$ cat src/rtl/captura_operandos.sv
// captura_operandos: captures two 4-bit operands (A, then B) from the board
// switches using a debounced confirm button, with a debounced cancel button
// and a downstream acknowledge.
//
// Ports:
//   clk            rising-edge clock
//   rst_n          synchronous active-low reset
//   chaves[3:0]    switch value, quasi-static
//   botao_confirma raw asynchronous confirm button (active high)
//   botao_cancela  raw asynchronous cancel button (active high)
//   consumido      downstream acknowledge, honoured only in PRONTO
//   A[3:0], B[3:0] captured operands
//   valido         registered "A and B form a complete unconsumed pair"
//   estado[1:0]    FSM state register, for LEDs

package captura_operandos_pkg;
    typedef enum logic [1:0] {
        ESPERA_A = 2'b00,
        ESPERA_B = 2'b01,
        PRONTO   = 2'b10
    } estado_t;
endpackage

// Per-button synchronizer + debouncer + rising-edge pulse.
// Latency from first raw-high sample to pulse visible at the FSM input:
// 2 sync flops, DEBOUNCE_CICLOS counting edges, 1 registered pulse.
module captura_operandos_debounce #(
    parameter int unsigned DEBOUNCE_CICLOS = 16
) (
    input  logic clk,
    input  logic rst_n,
    input  logic i_botao,
    output logic o_pulso
);
    localparam int unsigned CW = $clog2(DEBOUNCE_CICLOS + 1);
    // Toggle on the edge where the count would reach DEBOUNCE_CICLOS.
    localparam logic [CW-1:0] LIMITE = CW'(DEBOUNCE_CICLOS - 1);

    logic          r_sinc1;
    logic          r_sinc2;
    logic          r_nivel;
    logic          r_nivel_ant;
    logic          r_pulso;
    logic [CW-1:0] r_cont;

    always_ff @(posedge clk) begin
        if (!rst_n) begin
            r_sinc1     <= 1'b0;
            r_sinc2     <= 1'b0;
            r_nivel     <= 1'b0;
            r_nivel_ant <= 1'b0;
            r_pulso     <= 1'b0;
            r_cont      <= '0;
        end else begin
            r_sinc1     <= i_botao;
            r_sinc2     <= r_sinc1;
            r_nivel_ant <= r_nivel;
            // Only a 0->1 debounced transition produces a pulse.
            r_pulso     <= r_nivel & ~r_nivel_ant;
            if (r_sinc2 == r_nivel) begin
                r_cont <= '0;
            end else if (r_cont == LIMITE) begin
                r_nivel <= ~r_nivel;
                r_cont  <= '0;
            end else begin
                r_cont <= r_cont + CW'(1);
            end
        end
    end

    assign o_pulso = r_pulso;
endmodule

module captura_operandos
    import captura_operandos_pkg::*;
#(
    parameter int unsigned DEBOUNCE_CICLOS = 16
) (
    input  logic       clk,
    input  logic       rst_n,
    input  logic [3:0] chaves,
    input  logic       botao_confirma,
    input  logic       botao_cancela,
    input  logic       consumido,
    output logic [3:0] A,
    output logic [3:0] B,
    output logic       valido,
    output logic [1:0] estado
);
    // Bit 0 = confirm, bit 1 = cancel.
    logic [1:0] w_botoes;
    logic [1:0] w_pulsos;
    logic       w_confirma_p;
    logic       w_cancela_p;

    assign w_botoes = {botao_cancela, botao_confirma};

    for (genvar i = 0; i < 2; i++) begin : gen_botao
        captura_operandos_debounce #(
            .DEBOUNCE_CICLOS(DEBOUNCE_CICLOS)
        ) u_deb (
            .clk    (clk),
            .rst_n  (rst_n),
            .i_botao(w_botoes[i]),
            .o_pulso(w_pulsos[i])
        );
    end

    assign w_confirma_p = w_pulsos[0];
    assign w_cancela_p  = w_pulsos[1];

    estado_t    r_estado;
    estado_t    w_prox;
    logic [3:0] r_A;
    logic [3:0] r_B;
    logic       r_valido;
    logic       w_carrega_a;
    logic       w_carrega_b;
    logic       w_valido_prox;

    always_ff @(posedge clk) begin
        if (!rst_n) begin
            r_estado <= ESPERA_A;
            r_A      <= 4'h0;
            r_B      <= 4'h0;
            r_valido <= 1'b0;
        end else begin
            r_estado <= w_prox;
            r_valido <= w_valido_prox;
            if (w_carrega_a) r_A <= chaves;
            if (w_carrega_b) r_B <= chaves;
        end
    end

    always_comb begin
        w_prox      = r_estado;
        w_carrega_a = 1'b0;
        w_carrega_b = 1'b0;
        if (w_cancela_p) begin
            // Cancel dominates confirm and consumido; operands untouched.
            w_prox = ESPERA_A;
        end else begin
            case (r_estado)
                ESPERA_A: if (w_confirma_p) begin
                    w_carrega_a = 1'b1;
                    w_prox      = ESPERA_B;
                end
                ESPERA_B: if (w_confirma_p) begin
                    w_carrega_b = 1'b1;
                    w_prox      = PRONTO;
                end
                PRONTO:   if (consumido) w_prox = ESPERA_A;
                default:  w_prox = ESPERA_A;
            endcase
        end
        // valido is registered and tracks entry into / exit from PRONTO.
        w_valido_prox = (w_prox == PRONTO);
    end

    assign A      = r_A;
    assign B      = r_B;
    assign valido = r_valido;
    assign estado = r_estado;
endmodule
$ cat config.mk
export PLATFORM = sky130hd
export DESIGN_NAME = captura_operandos
export DESIGN_NICKNAME = d
export VERILOG_FILES = /design/src/rtl/captura_operandos.sv
export SDC_FILE = /design/constraint.sdc
export NUM_CORES = 1
export LEC_CHECK = 0
export BUFFER_PORTS_ARGS = -buffer_cell sky130_fd_sc_hd__buf_2
export CAP_MARGIN = 20
export CORE_UTILIZATION = 46
export CTS_BUF_LIST = sky130_fd_sc_hd__clkbuf_8
export CTS_CLUSTER_DIAMETER = 80
export DETAILED_ROUTE_END_ITERATION = 16
export PLACE_DENSITY = 0.68
export SKIP_LAST_GASP = 1
export SLEW_MARGIN = 40
export SYNTH_ARGS = -nofsm -noshare
export SYNTH_HDL_FRONTEND = slang
export SYNTH_SLANG_ARGS = --single-unit
$ cat constraint.sdc
create_clock -name clk -period 1.4 [get_ports clk]
set_clock_uncertainty 0.1 [all_clocks]
set_input_delay 0.14 -clock clk [delete_from_list [all_inputs] [get_ports clk]]
set_output_delay 0.14 -clock clk [all_outputs]
set_load 0.05 [all_outputs]
==> results of run 1 <==
-- registers in the layout, summed over array words and instances, names as in the netlist --
register / flops
gen_botao.u_deb.r_cont: 10
A: 4
B: 4
estado: 2
gen_botao.u_deb.o_pulso: 2
gen_botao.u_deb.r_nivel: 2
gen_botao.u_deb.r_nivel_ant: 2
gen_botao.u_deb.r_sinc1: 2
gen_botao.u_deb.r_sinc2: 2
valido: 1
-- routing by layer --
| metal | vias to the layer above | routed length (um) |
|---|---|---|
| li1 | 436 | - |
| met1 | 387 | 899 |
| met2 | 14 | 933 |
| met3 | 6 | 73 |
| met4 | 0 | 39 |
| met5 | - | 0 |
-- cells by family (layout without fill, tap and decap cells) --
group           after synthesis  in the layout  synth area share
simple gates                 49             49             0.249
flops                        31             31             0.546
compound gates                9              9            0.0539
buf+inv                       8             45            0.0363
fa+ha+maj                     4              4            0.0440
xor+xnor                      7              7            0.0539
mux                           2              2            0.0176
-- report_power, final --
part,internal (uW),total (uW),switching [uW]
logic,29.4,52.2,22.8
clock network,529,865,336
registers,889,893,3.78
total,1450,1810,362
-- worst paths after layout --
| kind | startpoint | to | cells after the start |
|---|---|---|---|
| max | gen_botao[0].u_deb.r_cont[0]$_SDFF_PP0_ | gen_botao[0].u_deb.r_cont[1]$_SDFF_PP0_ | 5 |
| min reg2reg | gen_botao[1].u_deb.r_nivel_ant$_SDFF_PN0_ | gen_botao[1].u_deb.o_pulso$_SDFF_PN0_ | 1 |
| min | consumido | estado[1]$_SDFF_PN0_ | 3 |
| max reg2reg | gen_botao[0].u_deb.r_cont[0]$_SDFF_PP0_ | gen_botao[0].u_deb.r_cont[1]$_SDFF_PP0_ | 5 |
-- worst max-delay path, stage by stage (launching register included) --
cell and delay (ns):
dfxtp_2 0.34, ha_4 0.16, and3_4 0.18, ha_4 0.16, nand3b_1 0.26, nor2_1 0.16
-- placed cells by master (no fill, tap or decap), drive strengths merged, types with 3 or more instances in the layout --
master / n
dfxtp: 31
buf: 27
nand3: 10
nor2: 10
nand2: 9
o21ai: 8
and2: 6
dlygate4sd3: 6
clkbuf: 5
inv: 4
xor2: 4
nor2b: 4
ha: 4
xnor2: 3
-- timing repair --
| item | in CTS | in global routing |
|---|---|---|
| resized for setup | 10 | 4 |
| gates cloned | 0 | 0 |
| pin swaps | 3 | 9 |
| hold buffers | 6 | 0 |
| buffers inserted | 1 | 1 |
| setup endpoints to repair | 8 | 12 |
| endpoints found under the hold margin | 7 | 0 |
-- layout make-up --
| class | count | share of cell area |
|---|---|---|
| Clock buffer | 5 | 0.0446 |
| Clock inverter | 3 | 0.0284 |
| Inverter | 4 | 0.00974 |
| Multi-Input combinational cell | 71 | 0.347 |
| Sequential cell | 31 | 0.407 |
| Tap cell | 28 | 0.0227 |
| Timing Repair Buffer | 33 | 0.140 |
-- per-stage QoR --
| stage | hold slack (ns) | TNS, ns | area [um^2] | util | total power [uW] |
|---|---|---|---|---|---|
| final | 0.133 | -0.0173 | 1540 | 0.677 | 1810 |
| after global routing | 0.151 | -0.514 | 1540 | 0.677 | 1880 |
| after CTS | 0.131 | -0.0176 | 1510 | 0.662 | 1830 |
| after detailed placement | 0.252 | -0.439 | 1290 | 0.566 | 950 |
| after global placement | 0.245 | 0 | 1290 | 0.566 | 948 |
| after floorplan | 0.167 | 0 | 1140 | - | 932 |
==> impl_metrics.json, run 1 <==
{
  "setup_viol_count_final": 2,
  "grt_max_degree": 27,
  "grt_overflow": 0,
  "nFillCells": 185,
  "final_nets": 159,
  "required_ns": 1.50,
  "pre_cts_ws_ns": -0.108,
  "syn-num-nets": 123,
  "die_area_um2": 2680,
  "synth_top_cell_area_share": 0.546,
  "gp_congestion": 0.697,
  "seqCellArea_um2": 628,
  "netlist_instances": 110,
  "gr-max-usage-layer": "met2",
  "wl_per_cell_um": 11.1,
  "cts_made_buffers": 5,
  "first_pass_iters": 4,
  "timing.final.hold_violations": 0,
  "period_share": 1.01,
  "clk_path_buf_depth": 2,
  "synth_edf_count": 0,
  "worst_pin_slew_ns": 0.390,
  "critPathArrivalTime_ns": 1.52,
  "row_count": 17,
  "yosysMostFrequentCell": "dfxtp_1",
  "cts_sinks": 31,
  "portBuffers": 19,
  "p_per_area_nw_per_um2": 1170,
  "use_met2": 0.279,
  "remaining_drc_errors": 0,
  "ant_nets": 0,
  "layout_setup_ws_ns": -0.0170,
  "synth_seq_cells": 31,
  "violations": "setup timing",
  "relSlewSlack": 0.739,
  "syn_to_final_growth_pct": 35.5,
  "grt_pass1_wl_um": 3230,
  "critPathLaunchType": "flip-flop",
  "rsz0062_at_grt": "yes",
  "yosys_warnings": 0,
  "hold_path.class": "input port to flip-flop",
  "fin_crit_ns": 1.42,
  "die_y_um": 51.7,
  "yosys.cell_types.count": 23,
  "grt_usage": 0.174,
  "yosys-top-cells-count": "dfxtp_1 (31), nand3_1 (10), nor2_1 (10)",
  "antenna-diode-count": 0,
  "synth_area_um2": 1140,
  "finalNonFillerCells": 175,
  "initial_utilization": 0.500,
  "drive_gt1_frac": 0.367,
  "cts_tree": "yes",
  "seq_area_frac_synth": 0.546,
  "vdd_drop_max_v": 0.000926,
  "route.vias.total": 843,
  "cp_max_fo": 5,
  "post-place-cells": 159,
  "cp-end-kind": "flip-flop",
  "slew_viol_final": 0,
  "use_met3": 0.0702,
  "cts_root_buffer": "clkbuf_8",
  "synth.area.top_cells": "dfxtp_1 (55%), ha_1 (4.4%), nand3_1 (4.4%)",
  "clk_latency_ns": 0.28,
  "core_um2": 2280,
  "synth-main-ff-cell": "dfxtp_1",
  "yosysTopAreaCell": "dfxtp_1",
  "p_leak_uw": 0.000638,
  "multiInputGateArea_um2": 536,
  "fp.dieW_um": 51.7,
  "hpwl_um": 1230,
  "ios": 20,
  "outcome": "complete, but fails checks",
  "syn_avg_cell_area_um2": 10.3,
  "htreeDepth": 2,
  "fmax_mhz": 706,
  "wirelength_um": 1950,
  "clkTransAtPathRegs_ns": 0.06,
  "first_iter_violations": 24,
  "via_per_inst": 4.82,
  "maxCapViolCount": 0,
  "antenna_found_initial": 0,
  "r2r_slack_ns": -0.02,
  "async_flop_share": 0,
  "grt_use_met1": 0.190,
  "critical_path_class": "flip-flop to flip-flop",
  "grt_pass1_vias": 808
}
No activity file was read; power rests on OpenSTA's default activity.
==> run 2: changes to the inputs <==
--- a/config.mk
+++ b/config.mk
@@ -6,12 +6,11 @@
 export NUM_CORES = 1
 export LEC_CHECK = 0
 export BUFFER_PORTS_ARGS = -buffer_cell sky130_fd_sc_hd__buf_2
-export CAP_MARGIN = 20
 export CORE_UTILIZATION = 46
 export CTS_BUF_LIST = sky130_fd_sc_hd__clkbuf_8
 export CTS_CLUSTER_DIAMETER = 80
 export DETAILED_ROUTE_END_ITERATION = 16
-export PLACE_DENSITY = 0.68
+export PLACE_DENSITY = 0.7
 export SKIP_LAST_GASP = 1
 export SLEW_MARGIN = 40
 export SYNTH_ARGS = -nofsm -noshare
==> impl_metrics.json, run 2 (synthesis results as in run 1) <==
{
  "cp-end-kind": "flip-flop",
  "grt_pass1_vias": 836,
  "crit_chain": "ha_4 > and3_4 > ha_4 > nand3b_1 > nor2_1",
  "cpLargestDelayFamily": "simple AND/OR/NAND/NOR gates",
  "remaining_drc_errors": 0,
  "fmax_mhz": 728,
  "cp_common_cell": "ha_4",
  "post-place-cells": 159,
  "vdd_drop_max_v": 0.000987,
  "utilization": 0.662,
  "cts_made_buffers": 5,
  "largest_reg_flops": 10,
  "clkTransAtPathRegs_ns": 0.06,
  "via_per_inst": 4.78,
  "fin_crit_ns": 1.37,
  "critPathArrivalTime_ns": 1.47,
  "ant_nets": 0,
  "period_share": 0.981,
  "initial_utilization": 0.500,
  "met3_length_um": 80,
  "fp.dieW_um": 51.7,
  "core_um2": 2280,
  "grt_usage": 0.178,
  "grt_max_degree": 27,
  "first_iter_violations": 11,
  "nFillCells": 186,
  "cts_root_buffer": "clkbuf_8",
  "portBuffers": 19,
  "syn_to_final_growth_pct": 32.6,
  "worst_pin_slew_ns": 0.393,
  "grt_overflow": 0,
  "rsz0062_at_grt": "yes",
  "gp_congestion": 0.650,
  "clk_path_buf_depth": 2,
  "cpPeakStageDelay_ns": 0.33,
  "grt_pass1_wl_um": 3330,
  "final_cell_mix": "dfxtp_1 (25), buf_2 (19), nand3_1 (10), nor2_1 (10)",
  "drive_gt1_frac": 0.361,
  "critical_path_class": "flip-flop to flip-flop",
  "dr_wl_met2_um": 969,
  "ios": 20,
  "timing.final.hold_violations": 0,
  "p_per_area_nw_per_um2": 1040,
  "antenna-diode-count": 0,
  "hold_path.class": "input port to flip-flop",
  "wirelength_um": 1910,
  "placed_area_um2": 1290,
  "p_leak_uw": 0.000630,
  "layout.cells.most_common": "dfxtp_1",
  "cts_sinks": 31,
  "cp_max_fo": 5,
  "wl_per_cell_um": 10.9,
  "slew_viol_final": 0,
  "setup_viol_count_final": 0,
  "route.vias.total": 837,
  "relSlewSlack": 0.738,
  "crit_slowest_cell": "dfxtp_2",
  "die_y_um": 51.7,
  "htreeDepth": 2,
  "top_register": "gen_botao.u_deb.r_cont",
  "clk_latency_ns": 0.27,
  "hpwl_um": 1300,
  "seqCellArea_um2": 628,
  "top_layer": "met4",
  "cts_tree": "yes",
  "required_ns": 1.49,
  "maxCapViolCount": 0,
  "final_nets": 159,
  "critPathLaunchType": "flip-flop",
  "finalInstanceArea_um2": 1510,
  "multiInputGateArea_um2": 536,
  "outcome": "complete, no violations",
  "row_count": 17,
  "crit_buf_inv": 0,
  "antenna_found_initial": 0,
  "first_pass_iters": 2,
  "die_area_um2": 2680,
  "met1_length_um": 828,
  "finalNonFillerCells": 175
}
-- run 2: cell types whose count changed in the layout (fill, tap and decap cells not counted) --
cell / previous run / this run
inv_1: 4 / 6
buf_4: 8 / 9
bufinv_16: 1 / 0
clkinv_4: 1 / 0
dlygate4sd3_1: 6 / 5
-- run 2: worst paths after layout --
check                                                  from                                 endpoint  slack [ns]  cells past startpoint
setup / recovery    gen_botao[0].u_deb.r_cont[1]$_SDFF_PP0_  gen_botao[0].u_deb.r_cont[0]$_SDFF_PP0_        0.03                      5
hold / removal                                    chaves[0]                        A[0]$_SDFFE_PN0P_        0.01                      3
setup reg to reg    gen_botao[0].u_deb.r_cont[1]$_SDFF_PP0_  gen_botao[0].u_deb.r_cont[0]$_SDFF_PP0_        0.03                      5
hold reg to reg   gen_botao[0].u_deb.r_nivel_ant$_SDFF_PN0_    gen_botao[0].u_deb.o_pulso$_SDFF_PN0_        0.28                      1
-- run 2: cell type report --
class,instances,share of cell area
well taps,28,0.0232
flip-flops and latches,31,0.417
repair buffers,33,0.141
inverters,4,0.00996
multi-input cells,71,0.355
clock inverters,3,0.00830
clock buffers,5,0.0456
-- run 2: timing repair --
item | CTS | global route
gates cloned | 0 | 0
resized for setup | 7 | 7
buffers inserted | 1 | 2
endpoints found under the setup margin | 10 | 12
hold endpoints to repair | 6 | 0
pin swaps | 5 | 8
hold buffers | 5 | 0
-- run 2: power by group --
part	total [uW]	switching, uW	internal [uW]
sequential	893	3.66	890
combinational	50.3	22.6	27.7
clock	627	294	333
total	1570	320	1250
-- run 2: worst register-to-register path, stage by stage, from the launching register on --
cell	delay [ns]
dfxtp_2	0.33
ha_4	0.15
and3_4	0.18
ha_4	0.15
nand3b_1	0.22
nor2_1	0.17
-- run 2: layer usage --
layer,up-vias,GRT usage
li1,437,-
met1,383,0.176
met2,13,0.307
met3,4,0.0673
met4,0,0.122
met5,-,0
-- run 2: stage by stage --
step / hold slack [ns] / total power (uW) / TNS (ns) / setup slack (ns)
after floorplan: 0.167 / 932 / 0 / 0.0388
after global placement: 0.248 / 948 / 0 / 0.00171
after detailed placement: 0.252 / 950 / -0.122 / -0.0401
after CTS: 0.00709 / 1600 / 0 / 0.00818
after global routing: 0.0182 / 1640 / -0.148 / -0.0418
final: 0.0118 / 1570 / 0 / 0.0268
==> run 3: changes to the inputs <==
--- a/config.mk
+++ b/config.mk
@@ -10,7 +10,7 @@
 export CTS_BUF_LIST = sky130_fd_sc_hd__clkbuf_8
 export CTS_CLUSTER_DIAMETER = 80
 export DETAILED_ROUTE_END_ITERATION = 16
-export PLACE_DENSITY = 0.7
+export PLACE_DENSITY_LB_ADDON = 0.1
 export SKIP_LAST_GASP = 1
 export SLEW_MARGIN = 40
 export SYNTH_ARGS = -nofsm -noshare
==> constraint.sdc (replaced) <==
create_clock -name clk -period 1.4 [get_ports clk]
set_clock_uncertainty 0.1 [all_clocks]
set_input_delay 0.28 -clock clk [delete_from_list [all_inputs] [get_ports clk]]
set_output_delay 0.28 -clock clk [all_outputs]
set_load 0.05 [all_outputs]
==> impl_metrics.json, run 3 (synthesis results as in run 1) <==
{
  "pwr-share-comb": 0.023,
  "hpwl_um": 1220,
  "first_iter_violations": 11,
  "crit_chain": "ha_4 > and3_4 > ha_4 > nand3b_1 > nor2_1",
  "cpPeakStageDelay_ns": 0.33,
  "via_per_inst": 4.82,
  "core_um2": 2280,
  "gp_congestion": 0.696,
  "fin_crit_ns": 1.37,
  "outcome": "complete, no violations",
  "hold_path.class": "input port to flip-flop",
  "htreeDepth": 2,
  "switching_power_uw": 328,
  "period_share": 0.978,
  "finalInstanceArea_um2": 1480,
  "required_ns": 1.50,
  "post-place-cells": 160,
  "maxCapViolCount": 0,
  "final_nets": 154,
  "ios": 20,
  "syn_to_final_growth_pct": 29.8,
  "die_area_um2": 2680,
  "cts_made_buffers": 5,
  "critical_path_class": "flip-flop to flip-flop",
  "grt_pass1_vias": 737,
  "hold_depth": 2,
  "p_clk_frac": 0.444,
  "finalPower_uw": 1680,
  "critPathArrivalTime_ns": 1.47,
  "p_per_area_nw_per_um2": 1140,
  "fmax_mhz": 730,
  "route.vias.total": 820,
  "setup_viol_count_final": 0,
  "largest_reg_flops": 10,
  "portBuffers": 19,
  "initial_utilization": 0.500,
  "antenna-diode-count": 0,
  "ant_nets": 0,
  "cts_sinks": 31,
  "layout.cells.most_common": "dfxtp_1",
  "die_y_um": 51.7,
  "fp.dieW_um": 51.7,
  "crit_slowest_cell": "dfxtp_2",
  "rsz0062_at_grt": "yes",
  "grt_pass1_wl_um": 2980,
  "clkTransAtPathRegs_ns": 0.06,
  "fin_tns_setup_ns": 0,
  "antenna_found_initial": 0,
  "wl_per_cell_um": 11.0,
  "timing.final.hold_violations": 0,
  "cp_max_fo": 5,
  "grt_overflow": 0,
  "p_leak_uw": 0.000617,
  "relSlewSlack": 0.711,
  "row_count": 17,
  "drive_gt1_frac": 0.380,
  "cts_root_buffer": "clkbuf_8",
  "placed_area_um2": 1300,
  "clk_path_buf_depth": 2,
  "first_pass_iters": 3,
  "p_int_uw": 1350,
  "switching_share": 0.195,
  "final_cell_mix": "dfxtp_1 (25), buf_2 (19), nand3_1 (10), nor2_1 (10)",
  "wirelength_um": 1870,
  "clk_latency_ns": 0.28,
  "slew_viol_final": 0,
  "reg2regPathDepth": 5,
  "remaining_drc_errors": 0,
  "critPathLaunchType": "flip-flop",
  "grt_usage": 0.160,
  "cp_common_cell": "ha_4",
  "cp-end-kind": "flip-flop",
  "vdd_drop_max_v": 0.000949,
  "cts_tree": "yes",
  "grt_max_degree": 18,
  "fin_worst_hold_slack_ns": 0.111,
  "pwr-share-seq": 0.533,
  "top_register": "gen_botao.u_deb.r_cont",
  "worst_pin_slew_ns": 0.432,
  "finalNonFillerCells": 170
}
==> run 3: cell types whose count changed in the layout (fill, tap and decap cells not counted), sizes merged <==
cell / previous run / this run
dlygate4sd3: 5 / 0
inv: 6 / 5
clkbuf: 5 / 7
clkinv: 1 / 0
==> run 3: worst paths after layout <==
check	startpoint	slack, ns	end
hold / removal	botao_cancela	0.11	gen_botao[1].u_deb.r_sinc1$_SDFF_PN0_
setup reg to reg	gen_botao[1].u_deb.r_cont[1]$_SDFF_PP0_	0.03	gen_botao[1].u_deb.r_cont[2]$_SDFF_PP0_
hold reg to reg	gen_botao[0].u_deb.r_nivel_ant$_SDFF_PN0_	0.29	gen_botao[0].u_deb.o_pulso$_SDFF_PN0_
setup / recovery	gen_botao[1].u_deb.r_cont[1]$_SDFF_PP0_	0.03	gen_botao[1].u_deb.r_cont[2]$_SDFF_PP0_
==> run 3: timing repair <==
action,CTS,global route
resized for setup,3,11
setup endpoints to repair,9,11
pin swaps,3,4
hold buffers,0,0
setup buffers,0,2
==> run 3: routing by layer <==
metal  part of all wire  global-route usage  wire, um
met4              0.025               0.108        46
met3              0.047              0.0789        87
met2               0.48               0.249       905
met5                  0                   0         0
met1               0.44               0.169       828
==> run 3: critical path, delay by kind of cell (launching register included) <==
family / cells / cell delay (ns)
AND/OR/NAND/NOR: 3 / 0.56
flip-flops: 1 / 0.33
adder cells (fa/ha/maj): 2 / 0.30
==> run 3: power by group through the flow <==
stage / combinational (uW) / sequential [uW] / clock (uW)
detailed placement: 38.0 / 912 / 0
floorplan: 20.3 / 911 / 0
global route: 43.2 / 893 / 813
CTS: 38.3 / 893 / 764
finish: 38.4 / 894 / 744
global placement: 36.7 / 911 / 0
==> run 3: final cells by class <==
type | count | area [um^2]
clock buffers | 7 | 96.3
well taps | 28 | 35.0
repair buffers | 28 | 163
multi-input cells | 71 | 536
fillers | 192 | 800
inverters | 4 | 15.0
flip-flops and latches | 31 | 628
clock inverters | 1 | 3.75
==> run 3: per-stage QoR <==
stage,utilization,worst slack [ns]
final,0.649,0.0307
after global routing,0.649,-0.0430
after CTS,0.616,0.00241
after detailed placement,0.570,-0.0371
after global placement,0.570,0.0143
after floorplan,-,0.0388
